File: config.mk
export PLATFORM = sky130hd
export DESIGN_NAME = corefifo_gray_conv_pipe_vdma
export DESIGN_NICKNAME = d
export VERILOG_FILES = /design/src/rtl/corefifo_vdma_pkg.sv /design/src/rtl/corefifo_gray_step_chk_vdma.sv /design/src/rtl/corefifo_gray_conv_pipe_vdma.sv
export SDC_FILE = /design/constraint.sdc
export NUM_CORES = 1
export LEC_CHECK = 0
export CORE_MARGIN = 1
export CORE_UTILIZATION = 53
export CTS_BUF_LIST = sky130_fd_sc_hd__clkbuf_4 sky130_fd_sc_hd__clkbuf_8
export DETAILED_ROUTE_END_ITERATION = 6
export PLACE_DENSITY = 0.79
export SYNTH_ARGS = -nofsm -noshare
export SYNTH_HDL_FRONTEND = slang
export SYNTH_SLANG_ARGS = --single-unit
File: constraint.sdc
create_clock -name clk -period 2.9 [get_ports clk]
set_input_delay 0.29 -clock clk [delete_from_list [all_inputs] [get_ports clk]]
set_output_delay 0.29 -clock clk [all_outputs]
set_load 0.05 [all_outputs]
File: src/rtl/corefifo_vdma_pkg.sv
// Shared constants and pointer-code helpers for the VDMA FIFO pointer converter.
// Helpers work on a wide container; callers zero-extend in and truncate out.
package corefifo_vdma_pkg;

    localparam int MODE_G2B = 0;
    localparam int MODE_B2G = 1;
    localparam int PTR_MAX  = 16;

    typedef logic [PTR_MAX-1:0] ptr_t;

    // Zero upper bits in give zero upper bits out, so any W <= PTR_MAX is exact.
    function automatic ptr_t gray2bin(ptr_t g);
        ptr_t b;
        b[PTR_MAX-1] = g[PTR_MAX-1];
        for (int i = PTR_MAX-2; i >= 0; i--) begin
            b[i] = b[i+1] ^ g[i];
        end
        return b;
    endfunction

    function automatic ptr_t bin2gray(ptr_t b);
        return b ^ (b >> 1);
    endfunction

endpackage

File: src/rtl/corefifo_gray_step_chk_vdma.sv
// One channel of the pointer step checker: history, modular delta and a sticky flag.
// Legal steps are 0 and +1 modulo 2^W; the first beat after reset or clear only loads history.
module corefifo_gray_step_chk_vdma #(
    parameter int W = 4
) (
    input  logic         clk,
    input  logic         rstn,
    input  logic         valid,
    input  logic         clr,
    input  logic [W-1:0] bin,
    output logic         err
);

    logic [W-1:0] last;
    logic [W-1:0] delta;
    logic         have;
    logic         bad;

    assign delta = bin - last;
    assign bad   = valid & have & (delta > W'(1));

    always_ff @(posedge clk) begin
        if (!rstn) begin
            last <= '0;
            have <= 1'b0;
            err  <= 1'b0;
        end else begin
            // A fresh violation outranks a clear in the same cycle.
            err  <= bad | (err & ~clr);
            have <= clr ? 1'b0 : (have | valid);
            if (valid) begin
                last <= bin;
            end
        end
    end

endmodule

File: src/rtl/corefifo_gray_conv_pipe_vdma.sv
// Registered multi-channel Gray<->binary pointer converter with a 2-entry skid buffer
// and optional per-channel step checker, for the synchronised-pointer path of a VDMA FIFO.
module corefifo_gray_conv_pipe_vdma
    import corefifo_vdma_pkg::*;
#(
    parameter int ADDRWIDTH = 3,
    parameter int NUM_CH    = 1,
    parameter int MODE      = 0,
    parameter int CHECK_EN  = 1
) (
    input  logic                            clk,
    input  logic                            rstn,
    input  logic                            in_valid,
    output logic                            in_ready,
    input  logic [NUM_CH*(ADDRWIDTH+1)-1:0] in_data,
    output logic                            out_valid,
    input  logic                            out_ready,
    output logic [NUM_CH*(ADDRWIDTH+1)-1:0] out_data,
    input  logic                            clr_err,
    output logic [NUM_CH-1:0]               step_err
);

    localparam int W  = ADDRWIDTH + 1;
    localparam int DW = NUM_CH * W;

    logic [DW-1:0] conv_data;
    logic [DW-1:0] bin_data;
    logic          accept;
    logic          out_free;
    logic          skid_valid;
    logic [DW-1:0] skid_data;
    logic          out_valid_n;
    logic [DW-1:0] out_data_n;
    logic          skid_valid_n;
    logic [DW-1:0] skid_data_n;

    for (genvar k = 0; k < NUM_CH; k++) begin : g_conv
        ptr_t in_ext;
        ptr_t conv_ext;
        logic unused_conv;

        assign in_ext      = ptr_t'(in_data[k*W +: W]);
        assign unused_conv = ^conv_ext;

        if (MODE == MODE_B2G) begin : g_b2g
            assign conv_ext            = bin2gray(in_ext);
            assign bin_data[k*W +: W]  = in_data[k*W +: W];
        end else begin : g_g2b
            assign conv_ext            = gray2bin(in_ext);
            assign bin_data[k*W +: W]  = conv_ext[W-1:0];
        end

        assign conv_data[k*W +: W] = conv_ext[W-1:0];
    end

    assign accept   = in_valid & in_ready;
    assign out_free = ~out_valid | out_ready;

    always_comb begin
        out_valid_n  = out_valid;
        out_data_n   = out_data;
        skid_valid_n = skid_valid;
        skid_data_n  = skid_data;
        if (out_free) begin
            if (skid_valid) begin
                out_valid_n  = 1'b1;
                out_data_n   = skid_data;
                skid_valid_n = accept;
                if (accept) begin
                    skid_data_n = conv_data;
                end
            end else begin
                out_valid_n = accept;
                if (accept) begin
                    out_data_n = conv_data;
                end
            end
        end else if (accept) begin
            skid_valid_n = 1'b1;
            skid_data_n  = conv_data;
        end
    end

    // in_ready is registered from the next skid state, so out_ready never reaches it combinationally.
    always_ff @(posedge clk) begin
        if (!rstn) begin
            out_valid  <= 1'b0;
            out_data   <= '0;
            skid_valid <= 1'b0;
            skid_data  <= '0;
            in_ready   <= 1'b0;
        end else begin
            out_valid  <= out_valid_n;
            out_data   <= out_data_n;
            skid_valid <= skid_valid_n;
            skid_data  <= skid_data_n;
            in_ready   <= ~skid_valid_n;
        end
    end

    if (CHECK_EN != 0) begin : g_chk
        for (genvar k = 0; k < NUM_CH; k++) begin : g_ch
            corefifo_gray_step_chk_vdma #(
                .W(W)
            ) u_chk (
                .clk  (clk),
                .rstn (rstn),
                .valid(accept),
                .clr  (clr_err),
                .bin  (bin_data[k*W +: W]),
                .err  (step_err[k])
            );
        end
    end else begin : g_nochk
        logic unused_chk;
        assign unused_chk = ^{bin_data, clr_err};
        assign step_err   = '0;
    end

endmodule

Yosys cells after proc, flatten, opt, wreduce, memory -nomap -nowiden
Cells that the tools add are included.
W data, S select, Z words.

storage, ports and cells
  logic and storage cells = 37
  bits in writable memories = 0
  latch bits = 0
  flip-flop bits (word level) = 17
  memories kept = 0
  bits in read-only memories = 0
  output and inout port bits = 7

operators by class
  shift operators = 0
  $add $sub $neg = 1
  div/mod/pow operators = 0
  eq/ne operators = 1
  order comparisons = 1
  $mul = 0
  multiplexer cells = 9
  reduce and logical (&&, ||, !) cells = 3
  bitwise logic cells = 14

operator list
  operator              number
  $mux W4               5
  $and A1 B1 Y1         4
  $gt A4 B1 Y1 const B  1
  $mux W1               4
  $not A1 Y1            4
  $sub A4 B4 Y4         1
  $or A1 B1 Y1          3
  $xor A1 B1 Y1         3
  $ne A2 B1 Y1 const B  1
  $reduce_and A2 Y1     1
  $reduce_bool A2 Y1    1
  $reduce_or A2 Y1      1

Logic depth before layout (Yosys ltp)
  word-level depth = 7
  depth in mapped cells = 10
  gate-level depth less buffers = 9

Hierarchy
From an unflattened synthesis, not the netlist that was laid out.

second synthesis, totals
  cell total of the unflattened synthesis = 81
  area total of the unflattened synthesis = 869.6 um^2

modules (own cells, without submodules)
  module                        cells an instance  area an instance (um^2)  times used
  corefifo_gray_conv_pipe_vdma  46                 526.8                    1
  corefifo_gray_step_chk_vdma   35                 342.8                    1

Least setup slack after synthesis
No wires, ideal clock.

  path type = in2reg
  start = input port in_data[3]
  end = register g_chk.g_ch[0].u_chk.err
  cell stages on the path = 10
  data arrival time = 2117 ps
  required time = 2778 ps
  path buffers = 1
  library setup time = 122 ps
  setup slack = 661 ps
  cell sequence = buf_6 -> xnor3_2 -> xnor2_2 -> inv_1 -> ha_1 -> fa_1 -> xor2_1 -> a21oi_1 -> a31oi_1 -> nand3b_1

between the ends
  word-level cells in the longest chain between the ends = 7

RTL lines
  element                      RTL line                            text
  start: declaration           corefifo_gray_conv_pipe_vdma.sv:15  input logic [NUM_CH*(ADDRWIDTH+1)-1:0] in_data,
  $xor A1 B1 Y1 (3 in series)  corefifo_vdma_pkg.sv:16             b[i] = b[i+1] ^ g[i];
  $sub A4 B4 Y4 (*)            corefifo_gray_step_chk_vdma.sv:19   assign delta = bin - last;
  $gt A4 B1 Y1 (*)             corefifo_gray_step_chk_vdma.sv:20   assign bad = valid & have & (delta > W'(1));
  $and A1 B1 Y1 (*)            corefifo_gray_step_chk_vdma.sv:20
  $or A1 B1 Y1 (*)             corefifo_gray_step_chk_vdma.sv:29   err <= bad | (err & ~clr);
  end signal: assignment       corefifo_gray_step_chk_vdma.sv:29
  end: declaration             corefifo_gray_step_chk_vdma.sv:11   output logic err

Mark *: on every way between the ends. The rest lies on a longest branch, timed or not.
A chain may end at the register's enable or synchronous reset.

Worst setup path in the final report
Ends and elaborated chain as after synthesis.

==> impl_metrics.env <==
export IMPL_initial_core_util_pct=56.9
export IMPL_gp_congestion=0.840
export IMPL_power_leakage_nw=0.470
export IMPL_drt_first_pass_iters=4
export IMPL_netlist_area_sq_um=867
export IMPL_vias_per_cell=5.37
export IMPL_ctsHoldBuffers=0
export IMPL_path_buf_inv=2
export IMPL_grt_remaining_overflow=0
export IMPL_required_ns=3.08
export IMPL_synth_top_area_share_pct=39.2
export IMPL_drtAntennaViolNets=0
export IMPL_whs_ns=0.484
export IMPL_whs_path_depth=2
export IMPL_clk_latency_ns=0.29
export IMPL_cts_sinks=17
export IMPL_rr_startpoint="g_chk.g_ch[0].u_chk.last[1]$_SDFFE_PN0P_"
export IMPL_grt_first_pass_wirelength_um=2550
export IMPL_fp_row_count=14
export IMPL_timing_final_crit_share_pct=87.0
export IMPL_drc=0
export IMPL_htree_levels=1
export IMPL_critical_path_class="in -> reg"
export IMPL_wl_um=1650
export IMPL_ys_seq_area_share_pct=39.2
export IMPL_rrSetupSlack_ns=1.37
export IMPL_portBuffers=15
export IMPL_track_usage_pct=19.3
export IMPL_diodes=0
export IMPL_slowest_delay_ns=0.50
export IMPL_antenna_found_initial=0
export IMPL_syn_area_per_cell_sq_um=9.13
export IMPL_grt_max_degree=21
export IMPL_critPathTopFamily="XOR/XNOR gates"
export IMPL_synth_cells=95
export IMPL_synthToLayoutAreaGrowth_pct=20.6
export IMPL_wl_per_cell_um=13.1
export IMPL_synth_nets=108
export IMPL_max_freq_mhz=397
export IMPL_pin_count=16
export IMPL_hold_violations=0
export IMPL_synth_top_area_cell="dfxtp_1"
export IMPL_fin_total_pwr_mw=0.504
export IMPL_final_common_cell="dfxtp_1"
export IMPL_end_kind="flip-flop"
export IMPL_worstMarginPinSlew_ns=0.605
export IMPL_cts_max_path_buffers=2
export IMPL_cts_setup_buffers=0
export IMPL_cap_violations=0
export IMPL_cp_start_kind="primary input"
export IMPL_synth_seq_cells=17
export IMPL_drv_slew=0
export IMPL_core_area_sq_um=1520
export IMPL_drtIter0Drc=14
export IMPL_cts_tree="yes"
export IMPL_power_density_nw_per_um2=481
export IMPL_die_area_sq_um=1800
export IMPL_die_w_um=42.4
export IMPL_critPathArrivalTime_ns=2.71
export IMPL_final_util_pct=68.6
export IMPL_ys_warn_count=0
export IMPL_synth_area_leaders="dfxtp_1 (39%), mux2i_1 (5.8%), nor2b_1 (5.1%), ha_1 (4.3%), nand2_1 (3.9%)"
export IMPL_holdPathEnd="g_chk.g_ch[0].u_chk.last[3]$_SDFFE_PN0P_"
export IMPL_synthDistinctLibCells=30
export IMPL_relSlewSlack_pct=59.5
export IMPL_finalSetupTns_ns=0
export IMPL_fin_crit_ns=2.52
export IMPL_path_clk_slew_ns=0.10
export IMPL_hpwlAfterDp_um=1270
export IMPL_critPathSlowestCell="clkdlybuf4s50_1"
export IMPL_clock_root_buffer="clkbuf_4"
export IMPL_layout_nets=124
export IMPL_r2r_end="g_chk.g_ch[0].u_chk.err$_SDFF_PN0_"
export IMPL_rsz0062_at_grt="no"
export IMPL_skew_ns=0.00974
export IMPL_hold_start="g_chk.g_ch[0].u_chk.last[3]$_SDFFE_PN0P_"
export IMPL_drive_gt1_share_pct=7.27
export IMPL_peakVddDrop_v=0.000250
export IMPL_cp_cell_sequence="clkdlybuf4s50_1, xnor3_2, xnor2_2, inv_1, ha_1, fa_1, xor2_1, a21oi_1, a31oi_1, nand3b_1"
export IMPL_num_vias=677
export IMPL_fp_dieH_um=42.4
export IMPL_reg2reg_depth=6
export IMPL_grt_pass1_vias=593
export IMPL_mostFrequentLayoutCells="dfxtp_1 (17), clkdlybuf4s50_1 (15), nand2_1 (9)"
export IMPL_cts_resized=0
export IMPL_hp_class="reg -> reg"
export IMPL_cp_max_fo=5
export IMPL_status="finished clean"
export IMPL_finalSetupViolations=0
export IMPL_cts_buffers=3
-- flip-flops by register name, summed over array words and instances, names as in the netlist --
name	flops
in_ready	1
g_chk.g_ch.u_chk.last	4
skid_data	4
out_valid	1
g_chk.g_ch.u_chk.err	1
g_chk.g_ch.u_chk.have	1
skid_valid	1
out_data	4
-- kinds of logic after synthesis --
logic type | share of synthesized area [%]
AOI/OAI and AO/OA | 16.2
and+or+nand+nor | 18.2
buffers and inverters | 6.35
muxes | 5.77
adders and majority gates | 6.64
DFF | 39.3
xor gates and xnor gates | 7.65
-- worst max path at each step --
stage	cells after the start	endpoint	from	slack (ns)
after global placement	10	g_chk.g_ch[0].u_chk.err$_SDFF_PN0_	in_data[3]	0.19
after global routing	10	g_chk.g_ch[0].u_chk.err$_SDFF_PN0_	in_data[3]	0.27
after detailed placement	10	g_chk.g_ch[0].u_chk.err$_SDFF_PN0_	in_data[3]	0.11
final	10	g_chk.g_ch[0].u_chk.err$_SDFF_PN0_	in_data[3]	0.38
after CTS	10	g_chk.g_ch[0].u_chk.err$_SDFF_PN0_	in_data[3]	0.39
after floorplan	10	g_chk.g_ch[0].u_chk.err$_SDFF_PN0_	in_data[3]	0.66
-- metal layers --
metal,wire (um),share of wire [%],global-route usage (%),vias up
met5,0,0,0,-
met4,12,0.73,9.38,0
met3,50,3.0,2.59,2
met2,812,49,33.2,14
met1,774,47,23.3,310
li1,-,-,-,351
-- per-stage QoR --
step	setup WS [ns]	instance area [sq um]	cells
finish	0.378	1050	126
floorplan	0.661	867	95
global route	0.272	1050	126
global placement	0.193	1020	122
detailed placement	0.109	1020	122
CTS	0.390	1050	126
-- synthesized netlist by cell type --
master    count
fa_1          1
nand4_1       2
ha_1          3
nand3_1       1
o21ai_0       6
a21boi_0      3
buf_2         1
nor2b_1       7
buf_6         1
xnor2_1       1
xor2_1        2
and2_1        3
inv_1         7
xnor3_2       1
o21ai_1       1
clkbuf_2      1
nor2_1        4
mux2i_1       5
a21oi_2       1
nand2b_1      2
a31oi_1       1
o211a_1       3
dfxtp_1      17
clkbuf_1      2
xnor2_2       1
nand4b_1      1
o211ai_1      1
a21oi_1       6
nand3b_1      1
nand2_1       9
-- worst min-delay path: cells and delay by family, from the launching register on --
| kind | cells | cell delay, ns |
|---|---|---|
| and+or+nand+nor | 1 | 0.05 |
| DFF | 1 | 0.33 |
| AOI/OAI and AO/OA | 1 | 0.06 |
-- power breakdown --
part / leakage (nW) / internal (mW) / switching [mW]
combinational: 0.312 / 0.0511 / 0.0684
sequential: 0.139 / 0.244 / 0.00670
clock: 0.0184 / 0.0628 / 0.0702
-- cell type report --
| cell class | count | area [sq um] |
|---|---|---|
| Multi-Input combinational cell | 66 | 472 |
| Inverter | 7 | 26.3 |
| Tap cell | 16 | 20.0 |
| Sequential cell | 17 | 340 |
| Timing Repair Buffer | 16 | 158 |
| Clock buffer | 4 | 30.0 |
| Fill cell | 145 | 478 |
Note: power is estimated with default switching activity, not from simulation.
